$ cat src/rtl/cram_burst_arbiter.sv
// Two-port round-robin arbiter in front of the burst-mode cellular RAM controller.
// Captures the winner's address/data and drives CE for exactly one burst.
module cram_burst_arbiter #(
    parameter int TIMEOUT_CYCLES = 64,
    parameter int TO_W           = 8
) (
    input  logic        CLK,
    input  logic        Reset_n,
    input  logic        Req0,
    input  logic [19:0] Addr0,
    input  logic [15:0] Data0,
    input  logic        Req1,
    input  logic [19:0] Addr1,
    input  logic [15:0] Data1,
    output logic        Grant0,
    output logic        Grant1,
    output logic        Done0,
    output logic        Done1,
    output logic        TimeoutErr,
    output logic [19:0] MemAddressOut,
    output logic [15:0] MemDataOut,
    output logic        MemCE,
    input  logic        MemYield,
    input  logic        MemDone
);

    typedef enum logic [1:0] {
        IDLE    = 2'd0,
        BUSY    = 2'd1,
        RELEASE = 2'd2
    } state_t;

    state_t      state_q;
    logic        last_q;
    logic [TO_W-1:0] cnt_q;
    logic        grant0_q;
    logic        grant1_q;
    logic        done0_q;
    logic        done1_q;
    logic        tout_q;
    logic        ce_q;
    logic [19:0] addr_q;
    logic [15:0] data_q;

    logic start_d;
    logic win1_d;
    logic tmo_d;

    // On a tie the requester that did not win last time goes next.
    assign start_d = (Req0 | Req1) & MemYield;
    assign win1_d  = Req1 & (~Req0 | ~last_q);
    assign tmo_d   = (cnt_q == TO_W'(TIMEOUT_CYCLES - 1));

    always_ff @(posedge CLK or negedge Reset_n) begin
        if (!Reset_n) begin
            state_q  <= IDLE;
            last_q   <= 1'b1;
            cnt_q    <= '0;
            grant0_q <= 1'b0;
            grant1_q <= 1'b0;
            done0_q  <= 1'b0;
            done1_q  <= 1'b0;
            tout_q   <= 1'b0;
            ce_q     <= 1'b0;
            addr_q   <= '0;
            data_q   <= '0;
        end else begin
            done0_q <= 1'b0;
            done1_q <= 1'b0;
            tout_q  <= 1'b0;
            unique case (state_q)
                IDLE: begin
                    if (start_d) begin
                        grant0_q <= ~win1_d;
                        grant1_q <= win1_d;
                        ce_q     <= 1'b1;
                        last_q   <= win1_d;
                        cnt_q    <= '0;
                        addr_q   <= win1_d ? Addr1 : Addr0;
                        data_q   <= win1_d ? Data1 : Data0;
                        state_q  <= BUSY;
                    end
                end
                BUSY: begin
                    // MemDone takes priority over a coincident timeout.
                    if (MemDone || tmo_d) begin
                        ce_q     <= 1'b0;
                        grant0_q <= 1'b0;
                        grant1_q <= 1'b0;
                        done0_q  <= grant0_q;
                        done1_q  <= grant1_q;
                        tout_q   <= ~MemDone;
                        state_q  <= RELEASE;
                    end else begin
                        cnt_q <= cnt_q + TO_W'(1);
                    end
                end
                RELEASE: state_q <= IDLE;
                default: state_q <= IDLE;
            endcase
        end
    end

    assign Grant0        = grant0_q;
    assign Grant1        = grant1_q;
    assign Done0         = done0_q;
    assign Done1         = done1_q;
    assign TimeoutErr    = tout_q;
    assign MemCE         = ce_q;
    assign MemAddressOut = addr_q;
    assign MemDataOut    = data_q;

endmodule

$ cat config.mk
export PLATFORM = sky130hd
export DESIGN_NAME = cram_burst_arbiter
export DESIGN_NICKNAME = d
export VERILOG_FILES = /design/src/rtl/cram_burst_arbiter.sv
export SDC_FILE = /design/constraint.sdc
export NUM_CORES = 1
export LEC_CHECK = 0
export ABC_CLOCK_PERIOD_IN_PS = 1800
export BUFFER_PORTS_ARGS = -buffer_cell sky130_fd_sc_hd__buf_4
export CAP_MARGIN = 25
export CORE_AREA = 5 5 97 99
export CTS_CLUSTER_DIAMETER = 200
export DETAILED_ROUTE_END_ITERATION = 7
export DIE_AREA = 0 0 102 104
export GPL_ROUTABILITY_DRIVEN = 0
export PLACE_DENSITY = 0.54
export SLEW_MARGIN = 5
export SYNTH_ARGS = -nofsm -noshare
export SYNTH_HDL_FRONTEND = slang
export SYNTH_SLANG_ARGS = --single-unit
$ cat constraint.sdc
create_clock -name CLK -period 1.8 [get_ports CLK]
set_clock_uncertainty 0.05 [all_clocks]
set_input_delay 0.27 -clock CLK [delete_from_list [all_inputs] [get_ports CLK]]
set_output_delay 0.27 -clock CLK [all_outputs]
set_load 0.03 [all_outputs]
Word-level counts from Yosys, hierarchy flattened
Index checks and enable logic that the tools add are counted.
{"block": "op_classes", "bitwise": 8, "eq_ne": 5, "mux": 21, "reduce_logical": 7, "n_addsub": 1}
{"cell": "$mux W20", "count": 1}
{"cell": "$mux W16", "count": 1}
{"cell": "$mux W8", "count": 2}
{"cell": "$pmux W8 S2", "count": 1}
{"cell": "$mux W1", "count": 10}
{"cell": "$add A8 B1 Y8 const B", "count": 1}
{"cell": "$eq A8 B6 Y1 const B", "count": 1}
{"cell": "$ne A2 B2 Y1 const B", "count": 3}
{"cell": "$pmux W1 S2", "count": 3}
{"cell": "$reduce_and A3 Y1", "count": 2}
{"cell": "$mux W2", "count": 2}
{"cell": "$not A1 Y1", "count": 4}
{"cell": "$pmux W2 S2", "count": 1}
{"cell": "$reduce_and A2 Y1", "count": 2}
{"cell": "$and A1 B1 Y1", "count": 2}
{"cell": "$eq A2 B1 Y1 const B", "count": 1}
{"cell": "$logic_not A2 Y1", "count": 1}
{"cell": "$or A1 B1 Y1", "count": 2}
{"cell": "$reduce_bool A2 Y1", "count": 1}
{"cell": "$logic_or A1 B1 Y1", "count": 1}
{"block": "word_totals", "reg_bits": 53, "output_inout_bits": 42, "inputBits": 78, "wordCells": 53}

Depth between registers and ports, before layout
Gate-level depths: netlist of the first run.
{"block": "logic_depth", "word_depth": 6, "depth_mapped": 6, "depth_no_buf": 5}

Least setup slack after synthesis of the first run
No wires, ideal clock.
{"block": "synth_path", "path_type": "reg-to-reg", "startpoint": "register cnt_q[0]", "endpoint": "register cnt_q[6]", "arrival_ps": 1474, "path_slack_ps": 153, "required_time_ps": 1626, "setup_ps": 124, "stages_incl_launch_ff": 6, "path_cell_list": "dfrtp_1 -> ha_1 -> nand3_2 -> o41ai_4 -> nand2_4 -> a211o_1"}
{"block": "synth_via", "elab_chain_cells": 4, "word_cells_on_any_way": 7, "classes_between": "add/sub: 1; eq/ne: 2; mux: 2; reduce/logical: 2"}
{"item": "start, declared", "line": "35", "source": "logic [TO_W-1:0] cnt_q;"}
{"item": "start signal, assigned", "line": "95", "source": "cnt_q <= cnt_q + TO_W'(1);"}
{"item": "parallel branches: the longest is 4 deep, another holds $add A8 B1 Y8"}
Several ways; the timed one is not identified. The select of a mux whose other input is x is not followed.
A chain may end at the register's enable or synchronous reset.

Worst setup path after layout of the first run
Ends and elaborated chain as after synthesis.

==> metrics, run 1 <==
status finished clean; Worst slew margin 54.1%; core area about 0.0085 sq mm; RSZ-0062 raised after global routing no; total negative slack 0 ns; die area between 0.01 and 0.015 sq mm; 1st-iter DRT viols 58; placement row count 34; DIE WIDTH roughly 100 um; YS warnings 0; Crit path arrival time between 1.5 and 2 ns; first-pass GRT wire length 9980 um; measured slew at the worst slew-check pin 0.689 ns; post-CTS setup buffer count 0; CTS tree done; endpoints failing hold 0; Slew Limit Fails 0; antenna-violating nets left 0; CP peak stage delay ~0.42 ns; post-synthesis cell area 0.00245 sq mm; dpl hpwl 4700 um; Vias/cell ~4.5; layout cell share with drive strength beyond 1 40.3%; # setup viols final 0; max_cap viols 0; vias in the first global route 2036; Crit. End Element register; PostCTS Resize Cnt 0; initial antenna violation count 0; Startpoint Class register; Final Cell Area roughly 0.0036 sq mm; TritonCTS buffer count 5; pwr dens approximately 1300 mW/mm^2; critical path peak fanout 4; Worst-path clk slew 0.10 ns; placed inst area ~0.0035 sq mm; GR Overflow Total 0; Worst EP required approximately 2 ns; IO Port Bufs 119; internal power between 0.002 and 0.003 W; DRT Pass-1 Iters 4; cells after synthesis ~230; # IOs 120; Post-route DRC 0; largest net degree at the start of global routing between 50 and 60; Diodes inserted 0; HP Class in2reg; post-synthesis sequential area ratio 54.2%; Mean Syn Cell Area 10.5 sq um; clk_lat worst skew around 0.30 ns; maximum vdd drop roughly 0.39 mV; Root Buffer clkbuf_8; Cell variety after synth 35; nets@finish between 400 and 500; Fmax between 500 and 600 MHz; wire per inst 13.6 um; Routed WL 6260 um; FILL cells approximately 850; sequential share of power 39.9%; height of the chip between 100 and 150 um; minimum clock period roughly 1.7 ns; Worst Setup Path Type reg2reg; clk buf depth 2; Post-Syn Nets between 300 and 400; clock network fraction of total power between 10% and 20%; via count around 2100; clk sinks 53; H-tree Lvls 2; Syn-to-layout area delta 46.9%; Comb pwr share between 40% and 50%; Yosys reg bits between 50 and 60; Tot GR Track Use 11.7%; switching share of power roughly two fifths; Final period util between 90 and 100%; initial core utilization 28.9%; Worst path slowest cell o41ai_4; crit path cell chain ha_1 -> nand3_2 -> o41ai_4 -> nand2_4 -> a211o_1; P_leak roughly 1.8 nW; Sw Pwr roughly 0.0019 W
path summary, 6_finish.rpt:
path	startpoint	to	slack, ns	cells past startpoint
max	cnt_q[0]	cnt_q[6]	0.09	5
min	Req1	last_q	0.19	3
max reg2reg	cnt_q[0]	cnt_q[6]	0.09	5
min reg2reg	last_q	last_q	0.43	2
max in group asynchronous	Reset_n	MemDataOut[5]	0.75	2
min in group asynchronous	Reset_n	MemAddressOut[17]	0.50	2
power groups by stage:
stage                     logic [W]  registers, W  clock network, W
after floorplan            0.000556       0.00248                 0
after global placement      0.00207       0.00184                 0
after detailed placement    0.00210       0.00185                 0
after CTS                   0.00210       0.00183          0.000748
after global routing        0.00223       0.00189          0.000791
final                       0.00205       0.00182          0.000703
repair_timing:
action,in CTS,in global routing
endpoints found under the hold margin,52,0
hold buffers,1,0
setup endpoints to repair,0,0
final cells by class:
cell class              instances  area, sq um  area share (%)
clock buffers                   5         68.8            1.91
multi-input cells             164         1050            29.2
well taps                     108          135            3.76
clock inverters                 3         26.3           0.731
inverters                       1         3.75           0.104
flip-flops and latches         53         1330            36.9
repair buffers                126          986            27.4
state kept, by name, summed over array words and instances, names as in the netlist:
| register | flops |
|---|---|
| Done0 | 1 |
| MemAddressOut | 20 |
| state_q | 2 |
| MemDataOut | 16 |
| MemCE | 1 |
| last_q | 1 |
| Grant0 | 1 |
| cnt_q | 8 |
| Grant1 | 1 |
| TimeoutErr | 1 |
| Done1 | 1 |
per-stage QoR:
step	total power, W	setup slack [ns]	std cells	utilization (%)	hold WS [ns]
finish	0.00458	0.0938	460	42.5	0.187
global route	0.00490	0.0286	460	42.5	0.181
CTS	0.00467	0.0868	460	42.5	0.180
detailed placement	0.00395	0.112	451	41.2	0.316
global placement	0.00391	0.163	451	41.2	0.314
floorplan	0.00304	0.153	232	-	-0.0756
worst max-delay path, delay by kind of cell (launching register included):
family / cells / cell delay, ns
adders and majority gates: 1 / 0.23
DFF: 1 / 0.39
AOI/OAI and AO/OA: 2 / 0.68
and+or+nand+nor: 2 / 0.25
metal layers:
layer | up-vias | track usage (%) | share of wire (%)
met2 | 78 | 19.1 | 48
met5 | - | 0 | 0
met1 | 927 | 14.6 | 42
met3 | 4 | 3.82 | 9.0
met4 | 0 | 3.37 | 0.91
li1 | 1057 | - | -
placed cells by master (no fill, tap or decap), drive strengths merged, types with 3 or more instances in the layout:
cell    synthesis  final
buf             8    125
o21ai          39     39
nand2          46     46
dfrtp          52     52
mux2i          36     36
nand3          11     11
and2            3      3
clkbuf          6      5
nand2b          3      3
and3            4      4
logic make-up after synthesis:
group	count (synthesis)	synth area share [%]
flip-flops	53	54.2
AND/OR/NAND/NOR	75	14.9
adder cells (fa/ha/maj)	1	0.511
buffers and inverters	15	2.96
multiplexers	36	14.7
AO/OA/AOI/OAI	52	12.7
synth_stat cells (all sizes together):
cell	count	area [sq um]
nor4	2	12.5
o211ai	1	7.51
o21ai	39	195
o41a	1	11.3
a31oi	2	12.5
o311ai	1	8.76
nand4b	1	8.76
nand3	11	60.1
o41ai	2	36.3
dfrtp	52	1300
inv	1	3.75
mux2i	36	360
and3	4	28.8
nor2	1	3.75
ha	1	12.5
o22ai	2	12.5
a211o	1	8.76
nand2	46	180
or3	1	6.26
dfstp	1	26.3
a21oi	2	10.0
nor3b	2	20.0
and2	3	18.8
nor2b	1	6.26
o21a	1	7.51
buf	8	46.3
clkbuf	6	22.5
nand2b	3	18.8
Note: power is estimated with default switching activity, not from simulation.
==> run 2, diff against run 1 <==
Settings changed: ABC_AREA set to 1, CORE_AREA 5 5 97 99 to 5 5 99 101, DIE_AREA 0 0 102 104 to 0 0 104 106.
==> metrics, run 2 <==
status finished clean; clk sinks 53 (unchanged); Post-route DRC 0 (unchanged); Routed WL 7570 um (+21%); minimum clock period 1.52 ns (-0.186 ns); most frequent cell after synthesis nand2_1; Worst path slowest cell dfstp_2; total negative slack 0 ns (unchanged); 1st-iter DRT viols 121 (+110%); cell family with most CP delay flip-flops; Diodes inserted 0 (unchanged); GR Overflow Total 0 (unchanged); top-area cell type share of the netlist area 50.9% (-2.3 points); post-synthesis cell area 0.00256 sq mm (+4.6%); maximum vdd drop 0.459 mV (+17%); most common cell after layout, fill and taps aside buf_4; Buf/Inv on CP 2 (+2); placement row count 35 (+2.9%); Mean Syn Cell Area 8.31 sq um (-21%); wire per inst 14.1 um (+3.6%); Syn-to-layout area delta 42.5%; HP Class in2reg; Worst slew margin 53.2% (-0.85 points); measured slew at the worst slew-check pin 0.702 ns (+0.0128 ns); PostCTS Resize Cnt 0 (unchanged); Root Buffer clkbuf_8; Worst Setup Path Type reg2reg; IO Port Bufs 119 (unchanged); Yosys reg bits 53 (unchanged); asr flop ratio synth 100% (unchanged); # IOs 120 (unchanged); clk_lat worst skew 0.31 ns (about the same); Largest register FFs 20 (unchanged); YS warnings 0 (unchanged); TritonCTS buffer count 5 (unchanged); Worst-path clk slew 0.10 ns (about the same); post-CTS setup buffer count 0 (unchanged); Final period util 84.4% (-10 points); Worst EP required 1.94 ns (about the same); antenna-violating nets left 0 (unchanged); Fmax 658 MHz (+12%); Crit. End Element register; # setup viols final 0 (unchanged); vias in the first global route 2469 (+21%); Post-synth top cells nand2_1, nand3_1, dfrtp_1, nor2_1, inv_1; post-synth top area cell dfrtp_1; most used cell, CP o21ai_0; via count 2453 (+19%); first-pass GRT wire length 12300 um (+23%); CTS tree done; RSZ-0062 raised after global routing no; most frequent cells in the layout buf_4, nand2_1, nand3_1; DIE WIDTH 104 um (+2.0%); Vias/cell 4.57 (+1.7%); nets@finish 504 (+17%); Most used DFF post-synth dfrtp_1; largest net degree at the start of global routing 54 (unchanged); Startpoint Class register; cells after synthesis 308 (+33%); Post-Syn Nets 387 (+24%); DRT Pass-1 Iters 4 (unchanged); Core Util, Final 40.8% (-1.7 points); post-synthesis sequential area ratio 51.9% (-2.4 points); core area 0.00893 sq mm (+5.5%); layout cell share with drive strength beyond 1 34.3% (-6.1 points); height of the chip 106 um (+1.9%); hold buffers post-CTS 1 (unchanged); P_leak 1.89 nW (+4.4%); endpoints failing hold 0 (unchanged); initial core utilization 28.6% (-0.27 points); number of synthesized flops with an enable pin 0 (unchanged); max_cap viols 0 (unchanged); Slew Limit Fails 0 (unchanged); dpl hpwl 5500 um (+17%); crit path cell chain nand2_1 -> nand2_2 -> inv_1 -> buf_4 -> o21ai_0 -> o21ai_0; die area 0.0110 sq mm (+3.9%); H-tree Lvls 2 (unchanged); Synth area leaders dfrtp_1, nand2_1, nand3_1; clk buf depth 2 (unchanged); critical path peak fanout 15 (+11); initial antenna violation count 0 (unchanged); CP peak stage delay 0.54 ns (+0.12 ns); Cell variety after synth 24 (-31%); Crit path arrival time 1.66 ns (-0.19 ns); Tot GR Track Use 13.6% (+1.9 points); pwr dens 1280 mW/mm^2 (+0.97%)
run 2: final timing paths:
check | from | to | slack (ns) | cells after the start
setup / recovery | last_q | MemAddressOut[17] | 0.28 | 6
hold / removal | MemDone | TimeoutErr | 0.07 | 2
setup reg to reg | last_q | MemAddressOut[17] | 0.28 | 6
hold reg to reg | last_q | last_q | 0.43 | 2
max in group asynchronous | Reset_n | cnt_q[6] | 0.73 | 2
min in group asynchronous | Reset_n | cnt_q[7] | 0.48 | 2
run 2: kinds of logic (layout without fill, tap and decap cells):
logic type	Yosys count	count (layout)	synth area share, %
AO/OA/AOI/OAI	12	12	2.54
XOR/XNOR	1	1	0.342
adder cells (fa/ha/maj)	1	1	0.489
buffers and inverters	30	148	7.19
flip-flops	53	53	51.9
AND/OR/NAND/NOR	211	211	37.6
run 2: per-stage QoR:
stage                     instances  hold slack (ns)  power (W)  area (sq um)  setup slack [ns]
after CTS                       537           0.0648    0.00476          3650             0.269
final                           537           0.0692    0.00468          3650             0.280
after detailed placement        528            0.317    0.00402          3540             0.283
after global routing            537           0.0576    0.00499          3650             0.100
after global placement          528            0.315    0.00400          3540             0.310
after floorplan                 308          -0.0756    0.00310          2560             0.481
run 2: area by class of cell:
type | count | area (sq um)
multi-input cells | 225 | 1050
fillers | 959 | 5290
inverters | 15 | 57.6
flip-flops and latches | 53 | 1330
clock buffers | 6 | 82.6
repair buffers | 125 | 978
clock inverters | 2 | 13.8
well taps | 111 | 139
run 2: worst reg2reg max path: cells and delay by family (launching register included):
family | cells | cell delay [ns]
compound gates | 2 | 0.23
flops | 1 | 0.54
buf+inv | 2 | 0.43
simple gates | 2 | 0.17
run 2: where the power goes:
group / internal [W] / switching (W)
sequential: 0.00157 / 0.000251
clock: 0.000313 / 0.000404
combinational: 0.000817 / 0.00133
total: 0.00270 / 0.00198
run 2: metal layers:
layer,routed length (um),up-vias,track usage [%]
met5,0,-,0
met2,3800,73,22.4
met3,454,8,3.83
met1,3240,1143,17.5
met4,76,0,3.42
li1,-,1229,-
==> run 3, diff against run 2 <==
Settings changed: ABC_CLOCK_PERIOD_IN_PS 1800 to 1320, PLACE_DENSITY 0.54 to 0.56.
Clock period 1.8 ns to 1.32 ns, I/O delays scaled along.
==> metrics, run 3 (synthesis gave the netlist of run 2 again) <==
TritonCTS buffer count 5 (unchanged); DRT Pass-1 Iters 4 (unchanged); Hold WS 0.0310 ns (-0.0382 ns); vias in the first global route 2751 (+11%); measured slew at the worst slew-check pin 0.399 ns (-0.303 ns); Worst slew margin 73.4% (+20 points); Routed WL 8340 um (+10%); die area 0.0110 sq mm (unchanged); via count 2647 (+7.9%); Final period util 106% (+21 points); initial antenna violation count 0 (unchanged); largest net degree at the start of global routing 31 (-43%); failing checks setup timing; height of the chip 106 um (unchanged); most used cell, CP nand2_2; layout cell share with drive strength beyond 1 52.7% (+18 points); pwr dens 1620 mW/mm^2 (+26%); maximum vdd drop 0.835 mV (+82%); core area 0.00893 sq mm (unchanged); initial core utilization 28.6% (unchanged); top sig layer met4; IO Port Bufs 119 (unchanged); DIE WIDTH 104 um (unchanged); Worst EP required 1.52 ns (-0.42 ns); max_cap viols 0 (unchanged); nets@finish 528 (+4.8%); r2r setup slk -0.08 ns (-0.36 ns); Tot GR Track Use 14.8% (+1.3 points); dpl ws -0.0551 ns (-0.338 ns); Worst path slowest cell dfstp_2; Crit path arrival time 1.60 ns (-0.06 ns); first-pass GRT wire length 13500 um (+9.4%); Vias/cell 4.72 (+3.3%); most common cell after layout, fill and taps aside buf_4; Fmax 717 MHz (+8.9%); minimum clock period 1.40 ns (-0.125 ns); Met3 Wirelength 543 um (+20%); # setup viols final 39 (+39); most frequent cells in the layout buf_4, nand2_1, dfrtp_1; Crit. End Element register; Largest register FFs 20 (unchanged); Diodes inserted 0 (unchanged); Syn-to-layout area delta 65.9%; dpl hpwl 5820 um (+5.7%); clk sinks 53 (unchanged); wire per inst 14.9 um (+5.5%); RSZ-0062 raised after global routing yes; crit path cell chain nand2_2 -> nand2_4 -> inv_4 -> nor2_4 -> buf_12 -> clkbuf_16 -> nand2_2 -> nand3_1; placement row count 35 (unchanged); placed inst area 0.00364 sq mm (+3.0%); Slew Limit Fails 0 (unchanged); post-route setup slack -0.0754 ns (-0.355 ns); # IOs 120 (unchanged); clk buf depth 2 (unchanged); H-tree Lvls 2 (unchanged); 1st-iter DRT viols 125 (+3.3%); Final Cell Area 0.00425 sq mm (+16%); antenna-violating nets left 0 (unchanged); P_leak 2.29 nW (+21%); Worst Setup Path Type reg2reg; FILL cells 890 (-7.2%); Worst-path clk slew 0.10 ns (about the same); Startpoint Class register; HP Class in2reg; clk_lat worst skew 0.31 ns (about the same); CTS tree done; critical path peak fanout 7 (-8); status complete, but fails checks; DRT met1 WL 3450 um (+6.6%); Root Buffer clkbuf_8; Buf/Inv on CP 3 (+1); Post-route DRC 0 (unchanged); CP peak stage delay 0.55 ns (about the same); DR WL met2 4210 um (+11%); cell family with most CP delay flip-flops; endpoints failing hold 0 (unchanged); GR Overflow Total 0 (unchanged)
## run 3: cell types whose count changed in the layout (fill, tap and decap cells not counted), sizes merged
cell	previous run	this run
buf	124	145
clkinv	3	2
nand3	78	79
inv	14	15
dlygate4sd3	1	2
clkinvlp	0	1
## run 3: power breakdown
part	total (W)	switching [W]	internal (W)
clock network	0.000945	0.000567	0.000378
registers	0.00248	0.000330	0.00215
logic	0.00347	0.00206	0.00142
## run 3: path summary, 6_finish.rpt
| path | start | endpoint | cells past startpoint |
|---|---|---|---|
| max in group asynchronous | Reset_n | cnt_q[0] | 3 |
| setup reg to reg | last_q | MemDataOut[3] | 8 |
| hold reg to reg | MemAddressOut[6] | MemAddressOut[6] | 2 |
| setup / recovery | last_q | MemDataOut[3] | 8 |
| hold / removal | Addr0[9] | MemAddressOut[9] | 3 |
| min in group asynchronous | Reset_n | MemAddressOut[17] | 2 |
## run 3: repair_timing
| item | CTS | global route |
|---|---|---|
| setup buffers | 4 | 1 |
| pin swaps | 8 | 21 |
| endpoints found under the setup margin | 44 | 52 |
| hold buffers | 2 | 0 |
| gates resized for setup | 30 | 73 |
| endpoints found under the hold margin | 26 | 0 |
| cloned | 3 | 1 |
## run 3: stage by stage
stage | std cells | power, W | TNS [ns] | utilization, %
floorplan | 308 | 0.00423 | 0 | -
global placement | 542 | 0.00555 | -0.00965 | 40.8
detailed placement | 542 | 0.00557 | -0.951 | 40.8
CTS | 559 | 0.00671 | -1.22 | 44.4
global route | 561 | 0.00731 | -4.74 | 47.5
finish | 561 | 0.00690 | -1.92 | 47.5
## run 3: layout make-up
| cell class | count | area [sq um] | area share [%] |
|---|---|---|---|
| clock inverter | 3 | 21.3 | 0.501 |
| multi-input combinational | 226 | 1390 | 32.7 |
| clock buffer | 5 | 68.8 | 1.62 |
| timing repair buffer | 148 | 1240 | 29.2 |
| inverter | 15 | 60.1 | 1.41 |
| tap | 111 | 139 | 3.27 |
| sequential | 53 | 1330 | 31.3 |
## run 3: routing by layer
layer  vias to the layer above  global-route usage [%]
met2                        87                    24.4
met1                      1266                    19.0
met4                         0                    4.63
met5                         -                       0
li1                       1282                       -
met3                        12                    3.95
## run 3: tightest hold or removal path, stage by stage
cell     delay (ns)
buf_4          0.08
nand2_2        0.04
nand3_2        0.04
